===== src/rtl/ppu_pkg.sv =====
// ppu_pkg: shared types and constants for the PPU/CPU VRAM arbitration slice.
// Latency: n/a (types only).  Backpressure: n/a.
// Contents: ppu_mode_t, arb_state_t, owner_t, rd_tag_t, VRAM_AW, LOCK_RDATA.
package ppu_pkg;

  localparam int VRAM_AW = 13;
  localparam logic [7:0] LOCK_RDATA = 8'hFF;

  typedef enum logic [1:0] {
    MODE_HBLANK = 2'd0,
    MODE_VBLANK = 2'd1,
    MODE_OAM    = 2'd2,
    MODE_XFER   = 2'd3
  } ppu_mode_t;

  typedef enum logic [1:0] {
    S_IDLE = 2'd0,
    S_PPU  = 2'd1,
    S_CPU  = 2'd2,
    S_LOCK = 2'd3
  } arb_state_t;

  typedef enum logic [1:0] {
    OWN_NONE = 2'd0,
    OWN_PPU  = 2'd1,
    OWN_CPU  = 2'd2,
    OWN_LOCK = 2'd3
  } owner_t;

  // One return-pipe slot: a BRAM read (owned by PPU or CPU) and, independently,
  // a locked-out CPU read. Both can be issued in the same cycle.
  typedef struct packed {
    logic   bram_vld;
    owner_t bram_own;
    logic   lock_vld;
  } rd_tag_t;

endpackage


===== src/rtl/rd_return_pipe.sv =====
// rd_return_pipe: delays read tags by BRAM_LAT cycles and steers the returning
// data (bram_dout, or LOCK_RDATA for locked-out CPU reads) to the owner.
// Latency: rvalid exactly BRAM_LAT cycles after the grant; no backpressure.
// Ports: clk, rst (sync, active-high), tag_in, bram_dout -> ppu/cpu rvalid+rdata.
module rd_return_pipe
  import ppu_pkg::*;
#(
  parameter int BRAM_LAT = 1
) (
  input  logic       clk,
  input  logic       rst,
  input  rd_tag_t    tag_in,
  input  logic [7:0] bram_dout,
  output logic       ppu_rvalid,
  output logic [7:0] ppu_rdata,
  output logic       cpu_rvalid,
  output logic [7:0] cpu_rdata
);

  rd_tag_t    pipe_q [BRAM_LAT];
  rd_tag_t    head;
  logic       ppu_hit;
  logic       cpu_bram_hit;
  logic       cpu_lock_hit;
  logic [7:0] cpu_src;
  logic [7:0] ppu_hold_q;
  logic [7:0] cpu_hold_q;

  always_ff @(posedge clk) begin
    if (rst) begin
      for (int i = 0; i < BRAM_LAT; i++) pipe_q[i] <= '0;
    end else begin
      pipe_q[0] <= tag_in;
      for (int i = 1; i < BRAM_LAT; i++) pipe_q[i] <= pipe_q[i-1];
    end
  end

  always_comb begin
    head         = pipe_q[BRAM_LAT-1];
    ppu_hit      = head.bram_vld && (head.bram_own == OWN_PPU);
    cpu_bram_hit = head.bram_vld && (head.bram_own == OWN_CPU);
    cpu_lock_hit = head.lock_vld;
    cpu_src      = cpu_lock_hit ? LOCK_RDATA : bram_dout;
    // rst gating keeps in-flight reads from surfacing during the reset cycle
    // itself, before the pipe has been cleared by the first reset edge.
    ppu_rvalid   = !rst && ppu_hit;
    cpu_rvalid   = !rst && (cpu_bram_hit || cpu_lock_hit);
    ppu_rdata    = rst ? 8'h00 : (ppu_rvalid ? bram_dout : ppu_hold_q);
    cpu_rdata    = rst ? 8'h00 : (cpu_rvalid ? cpu_src : cpu_hold_q);
  end

  // rdata holds the last returned byte while rvalid is low.
  always_ff @(posedge clk) begin
    if (rst) begin
      ppu_hold_q <= 8'h00;
      cpu_hold_q <= 8'h00;
    end else begin
      if (ppu_rvalid) ppu_hold_q <= bram_dout;
      if (cpu_rvalid) cpu_hold_q <= cpu_src;
    end
  end

endmodule


===== src/rtl/vram_arbiter.sv =====
// vram_arbiter: single-port VRAM BRAM arbiter between PPU reads and CPU reads/writes.
// Latency: ack combinational in the grant cycle; rdata/rvalid BRAM_LAT cycles later.
// Backpressure: requester holds req until ack; PPU has priority, CPU gets in after
// STARVE_MAX consecutive PPU wins (not during the mode-3 window).
// Ports: clk, rst (sync, active-high); ppu_* read port; cpu_* read/write port;
// ppu_mode/lcd_on PPU status; bram_* to the VRAM block RAM.
// Build option: define VRAM_LOCKOUT_EN to ack CPU accesses inside the mode-3
// window without touching BRAM (reads return LOCK_RDATA, writes are dropped).
module vram_arbiter
  import ppu_pkg::*;
#(
  parameter int BRAM_LAT   = 1,
  parameter int STARVE_MAX = 8
) (
  input  logic               clk,
  input  logic               rst,
  input  logic               ppu_req,
  input  logic [VRAM_AW-1:0] ppu_a,
  output logic               ppu_ack,
  output logic [7:0]         ppu_rdata,
  output logic               ppu_rvalid,
  input  logic               cpu_req,
  input  logic               cpu_we,
  input  logic [VRAM_AW-1:0] cpu_a,
  input  logic [7:0]         cpu_wdata,
  output logic               cpu_ack,
  output logic [7:0]         cpu_rdata,
  output logic               cpu_rvalid,
  input  logic [1:0]         ppu_mode,
  input  logic               lcd_on,
  output logic [VRAM_AW-1:0] bram_a,
  output logic [7:0]         bram_din,
  output logic               bram_we,
  input  logic [7:0]         bram_dout
);

  localparam int SW = $clog2(STARVE_MAX + 1);
  localparam logic [SW-1:0] STARVE_TOP = SW'(STARVE_MAX);

  arb_state_t    state_q;
  arb_state_t    state_d;
  logic [SW-1:0] starve_cnt_q;
  logic          window;
  logic          starve_hit;
  logic          lock_ack;
  logic          cpu_gnt;
  logic          ppu_gnt;
  rd_tag_t       tag;

  always_ff @(posedge clk) begin
    if (rst) state_q <= S_IDLE;
    else     state_q <= state_d;
  end

  always_comb begin
    window     = lcd_on && (ppu_mode_t'(ppu_mode) == MODE_XFER);
    // The starvation override never applies inside the transfer window.
    starve_hit = (starve_cnt_q == STARVE_TOP) && !window;
`ifdef VRAM_LOCKOUT_EN
    lock_ack   = !rst && cpu_req && window;
`else
    lock_ack   = 1'b0;
`endif
    cpu_gnt    = !rst && cpu_req && !lock_ack && (!ppu_req || starve_hit);
    ppu_gnt    = !rst && ppu_req && !cpu_gnt;

    ppu_ack    = ppu_gnt;
    cpu_ack    = cpu_gnt || lock_ack;

    bram_a     = '0;
    bram_din   = 8'h00;
    bram_we    = 1'b0;
    if (ppu_gnt) begin
      bram_a   = ppu_a;
    end else if (cpu_gnt) begin
      bram_a   = cpu_a;
      bram_din = cpu_wdata;
      bram_we  = cpu_we;
    end

    tag.bram_vld = ppu_gnt || (cpu_gnt && !cpu_we);
    tag.bram_own = ppu_gnt ? OWN_PPU : (cpu_gnt ? OWN_CPU : OWN_NONE);
    tag.lock_vld = lock_ack && !cpu_we;

    // A PPU grant coinciding with a lockout ack still records the PPU.
    state_d = S_IDLE;
    if (ppu_gnt)       state_d = S_PPU;
    else if (cpu_gnt)  state_d = S_CPU;
    else if (lock_ack) state_d = S_LOCK;
  end

  always_ff @(posedge clk) begin
    if (rst) begin
      starve_cnt_q <= '0;
    end else if (!cpu_req || cpu_ack) begin
      starve_cnt_q <= '0;
    end else if (ppu_gnt && (starve_cnt_q != STARVE_TOP)) begin
      starve_cnt_q <= starve_cnt_q + SW'(1);
    end
  end

  // A waiting count can only exist right after a PPU grant.
  a_starve_after_ppu : assert property (@(posedge clk) disable iff (rst)
    (starve_cnt_q != '0) |-> (state_q == S_PPU));

  rd_return_pipe #(.BRAM_LAT(BRAM_LAT)) u_rd_return_pipe (
    .clk        (clk),
    .rst        (rst),
    .tag_in     (tag),
    .bram_dout  (bram_dout),
    .ppu_rvalid (ppu_rvalid),
    .ppu_rdata  (ppu_rdata),
    .cpu_rvalid (cpu_rvalid),
    .cpu_rdata  (cpu_rdata)
  );

endmodule

===== config.mk =====
export PLATFORM = sky130hd
export DESIGN_NAME = vram_arbiter
export DESIGN_NICKNAME = d
export VERILOG_FILES = /design/src/rtl/ppu_pkg.sv /design/src/rtl/rd_return_pipe.sv /design/src/rtl/vram_arbiter.sv
export SDC_FILE = /design/constraint.sdc
export NUM_CORES = 1
export LEC_CHECK = 0
export BUFFER_PORTS_ARGS = -buffer_cell sky130_fd_sc_hd__buf_4
export CORE_MARGIN = 2
export CORE_UTILIZATION = 35
export DETAILED_ROUTE_END_ITERATION = 10
export PLACE_DENSITY = 0.76
export SLEW_MARGIN = 20
export SYNTH_ARGS = -nofsm -noshare
export SYNTH_HDL_FRONTEND = slang
export SYNTH_SLANG_ARGS = --single-unit

===== constraint.sdc =====
create_clock -name clk -period 1.71 [get_ports clk]
set_input_delay 0.342 -clock clk [delete_from_list [all_inputs] [get_ports clk]]
set_output_delay 0.342 -clock clk [all_outputs]
set_load 0.005 [all_outputs]

Word-level counts from Yosys, hierarchy flattened
Memories as Yosys holds them, arrays and structs flattened. Cells that the tools add are included. W data, S select, Z words.

Memory bits (read-only): 0. Word-level logic and storage cells: 52. Memories: 1. Output and inout bits: 42. Register bits: 20. RAM bits: 3. Bits in latches: 0. Bits of input ports: 50.

Memories: u_rd_return_pipe.pipe_q (words 1, width 3, read ports 1, clocked after memory_dff 0, write ports 1, line rd_return_pipe.sv:20) `rd_tag_t pipe_q [BRAM_LAT];`.

Bitwise gates (word level): 0. Add/sub/neg operators: 1. Shift-type cells: 0. $mul: 0. Multiplexer cells: 18. Reduce and logical (&&, ||, !) cells: 24. Equality and inequality tests: 5. Magnitude comparators: 0. Divide/modulo/power cells: 0.

Operator list (number): $mux W8 (7); $mux W13 (2); $logic_and A1 B1 Y1 (12); $logic_not A1 Y1 (6); $mux W1 (6); $add A4 B1 Y4 const B (1); $eq A2 B2 Y1 const B (2); $eq A4 B4 Y1 const B (1); $mux W2 (2); $ne A4 B4 Y1 const B (1); $logic_or A1 B1 Y1 (3); $mux W3 (1); $reduce_or A3 Y1 (1); $eq A2 B1 Y1 const B (1); $reduce_or A2 Y1 (1); $logic_or A1 B1 Y1 const B (1).

Longest topological paths before layout
Depth in word-level cells: 10. Depth in mapped cells: 6. Gate-level depth less buffers: 5.

Cells and area by module
From an unflattened synthesis, not the netlist that was laid out.

Cells, all modules: 147. Area, all modules: 1307.5 sq um.

By module, submodules not included: rd_return_pipe (instances 1, cells an instance 84, area an instance 777.0 sq um, seq. area each 400.4 sq um); vram_arbiter (instances 1, cells an instance 63, area an instance 530.5 sq um, seq. area each 80.1 sq um).

Worst setup path after synthesis
No wires, ideal clock.

Kind: register to output. Start point: register starve_cnt_q[0]. End point: output bram_a[10]. Path buffers: 1. Data arrival time: 1.419 ns. Cell stages (with the launch flop): 7. Data required time: 1.368 ns. Path slack: -0.051 ns. Cell sequence: dfxtp_1 inv_1 ha_1 nand3b_4 o311a_4 buf_6 a32o_1.

Cells in the longest elaborated chain, start to end: 7. Elaborated cells on any way between the ends: 8. Those cells by class: eq/ne (1); mux (2); reduce/logical (5).

Ends and longest elaborated chain: start: declaration (line vram_arbiter.sv:42) `logic [SW-1:0] starve_cnt_q;`; start signal: assignment (line vram_arbiter.sv:98) `starve_cnt_q <= starve_cnt_q + SW'(1);`; $eq A4 B4 Y1 (line vram_arbiter.sv:58) `starve_hit = (starve_cnt_q == STARVE_TOP) && !window;`; $logic_and A1 B1 Y1 (line vram_arbiter.sv:58); $logic_or A1 B1 Y1 (line vram_arbiter.sv:64) `cpu_gnt = !rst && cpu_req && !lock_ack && (!ppu_req || starve_hit);`; $logic_and A1 B1 Y1 (line vram_arbiter.sv:64); $logic_not A1 Y1 (line vram_arbiter.sv:65) `ppu_gnt = !rst && ppu_req && !cpu_gnt;`; $logic_and A1 B1 Y1 (line vram_arbiter.sv:65); named net ppu_ack (line vram_arbiter.sv:19) `output logic ppu_ack,`; $mux W13 (line vram_arbiter.sv:73) `if (ppu_gnt) begin`; end: declaration (line vram_arbiter.sv:31) `output logic [VRAM_AW-1:0] bram_a,`.

The timed path passes the listed nets, and every way through them passes these cells.

Final worst setup path
Start point: register starve_cnt_q[0]. End point: output bram_a[4].

Cells in the longest elaborated chain, start to end: 7. Elaborated cells on any way between the ends: 8. Those cells by class: eq/ne (1); mux (2); reduce/logical (5).

Ends and longest elaborated chain (line): $eq A4 B4 Y1 (*) (vram_arbiter.sv:58); $logic_and A1 B1 Y1 (*) (vram_arbiter.sv:58); $logic_or A1 B1 Y1 (*) (vram_arbiter.sv:64); $logic_and A1 B1 Y1 (*) (vram_arbiter.sv:64); $logic_not A1 Y1 (vram_arbiter.sv:65); $logic_and A1 B1 Y1 (vram_arbiter.sv:65); $mux W13 (*) (vram_arbiter.sv:73).

Mark *: on every way between the ends. The rest lies on a longest branch, timed or not.

==> results.cfg <==
[sta]
worstMarginPinSlew_ns = 0.264
finalSetupTns_ns = -10.31
max_slew_margin_pct = 82.4
fin_crit_sh_pct = 119
fin_worst_skew_ns = 0.00796
rsz0062_at_grt = yes
finalSetupViolCount = 41
timing.final.ws_setup_ns = -0.320
hold_viol_final = 0
fmax_mhz = 493
report.final.slew_viol_count = 0
finalCriticalPeriod_ns = 2.03
holdWs_ns = 0.287

[critical_path]
r2r_slack_ns = 0.27
cp-end-kind = output port
r2r_start = starve_cnt_q[0]
critical-path-max-stage-delay_ns = 0.37
crit_type = reg -> out
crit_chain = inv_2, ha_4, nand3b_4, o311a_4, a32o_2, buf_6
crit_path_start_kind = register
critPathLaunch = starve_cnt_q[0]
crit_required_ns = 1.37
critPathSlowestCell = o311a_4
crit_buf_inv = 2
crit_family = compound AO/OA/AOI/OAI gates
worstPathMaxFanout = 7
crit_arrival_ns = 1.69

[run_status]
status = finished with violations
violations = negative setup slack

[drt]
avgRoutedWirePerCell_um = 14.5
vias = 1374
wirelength_um = 3990
via_per_inst = 4.98
drcViolationCount = 0
ant_nets = 0
drt_iter0_drc = 41
first_pass_iters = 4

[clock_tree]
cts_hold_buffers = 0
ctsLongestPathBuffers = 2
cts_buffers = 3
numClockSinks = 23
cts_tree = done
cts_root_buffer = clkbuf_4
htree_levels = 1
path_clk_slew_ns = 0.12
clk_latency_ns = 0.30

[final_layout]
postLayoutCellArea_um2 = 2210
final-seq-area_um2 = 467
fin_nets = 285
antenna_cells = 0
drive_gt1_share_pct = 61.2
n_fill_cell = 262
fin_cells = 276
areaGrowthSynthToFinish_pct = 89.4
multiInputGateArea_um2 = 721
fin_util_pct = 71.3

[floorplan]
io_pins = 92
rows = 20
die-area_um2 = 3820
start_util_pct = 37.7
chipHeight_um = 61.8
die_w_um = 61.8
core-area_um2 = 3100

[synth]
synth_cell_types = 28
synth_top_family_by_area = simple AND/OR/NAND/NOR gates
synth_area_um2 = 1170
synth_xor_area_share_pct = 0.749
syn-num-nets = 172
ys_seq_area_share_pct = 39.4
synthSimpleGateAreaFrac_pct = 19.7
synthMuxAreaShare_pct = 14.6
ys_ff_latch = 23
synthAdderAreaFrac_pct = 2.14
syn-mean-instance-area_um2 = 9.74
yosys_warnings = 0
synth_cells = 120
synth_compound_area_share_pct = 17.1

[global_routing]
grt_pass1_vias = 1378
overflow = 0
grtUsageTotal_pct = 20.5
grt_pass1_wl_um = 5890
grt_max_degree = 25
grt_antenna_before_repair = 0

[power_and_ir_drop]
p_per_area_nw_per_um2 = 483
total_power_mw = 1.07
ir_drop_v = 0.000241
p_leak_nw = 1.07

[worst_hold_path]
hold_start = cpu_we
hold_class = in -> reg

[placed_design]
gp_congestion = 0.716
post-place-ws_ns = -0.0714
io_buffer_count = 91
placed_cells = 256
hpwl_um = 2850
placed_area_um2 = 1970

[job]
drv_cap = 0
## layer usage
metal,global-route usage [%],vias to the layer above,part of all wire [%]
met3,2.07,10,7.5
met2,42.7,74,54
met1,19.8,623,36
met4,8.81,0,2.3
met5,0,-,0
li1,-,667,-
## layout by cell type (no fill, tap or decap), drive strengths merged
master and n:
nor2 18, nand2b 2, buf 118, o211ai 1, clkinv 1, o311a 3
nand3b 2, o21ai 1, xor2 1, dfxtp 23, nand2 2, o31ai 1
ha 2, inv 4, nor2b 1, a21oi 3, nor4bb 2, a32o 13
or3b 1, nand3 1, clkbuf 3, and2 2, and3 10, mux2i 17
## cell families after synthesis
logic type / Yosys count
xor+xnor: 1
compound gates: 21
mux: 17
flops: 23
fa+ha+maj: 2
buf+inv: 15
simple gates: 41
## registers in the layout, indices dropped and copies added, names as in the netlist
register                     cells
u_rd_return_pipe.pipe_q          3
u_rd_return_pipe.ppu_hold_q      8
starve_cnt_q                     4
u_rd_return_pipe.cpu_hold_q      8
## tightest hold or removal path: cells and delay by family
kind            cells  cell delay (ns)
buf+inv             1             0.08
compound gates      1             0.06
simple gates        1             0.09
## synth_stat cells (all sizes together)
cell type	instances	area share [%]
and2	2	1.1
ha	2	2.1
nor4bb	2	1.7
buf	8	4.1
inv	4	1.3
nand2	2	0.64
xor2	1	0.75
a32o	13	11
o31ai	1	0.64
o311a	2	2.7
nor2	18	5.8
and3	10	5.4
nand3	1	0.43
clkbuf	3	0.96
nand2b	2	1.1
dfxtp	23	39
o211ai	1	0.64
nor2b	1	0.54
mux2i	17	15
a21oi	3	1.3
nand3b	2	2.4
o21ai	1	0.75
or3b	1	0.75
## power by group
group          switching [mW]  leakage, nW  internal (mW)  total (mW)
Sequential            0.00479        0.188          0.546       0.551
Combinational           0.103        0.861          0.175       0.278
Clock                   0.153       0.0177         0.0871       0.240
Total                   0.260         1.07          0.808        1.07
## final timing paths
path                                                      end  cells after the start
worst min-delay path            u_rd_return_pipe.pipe_q[0][2]                      3
worst max-delay path                                bram_a[4]                      6
worst min register to register                starve_cnt_q[2]                      2
worst max register to register                starve_cnt_q[0]                      6
## layout make-up
type / count / area share (%)
inverters: 4 / 0.678
clock inverters: 1 / 0.226
repair buffers: 118 / 41.9
multi-input cells: 83 / 32.6
clock buffers: 3 / 1.02
well taps: 44 / 2.49
flip-flops and latches: 23 / 21.1
## what timing repair did
item	CTS	global route
endpoints found under the setup margin	40	42
hold endpoints to repair	0	0
resized for setup	19	10
gates cloned	3	0
setup buffers	6	7
pin swaps	6	14
No activity file was read; power rests on OpenSTA's default activity.
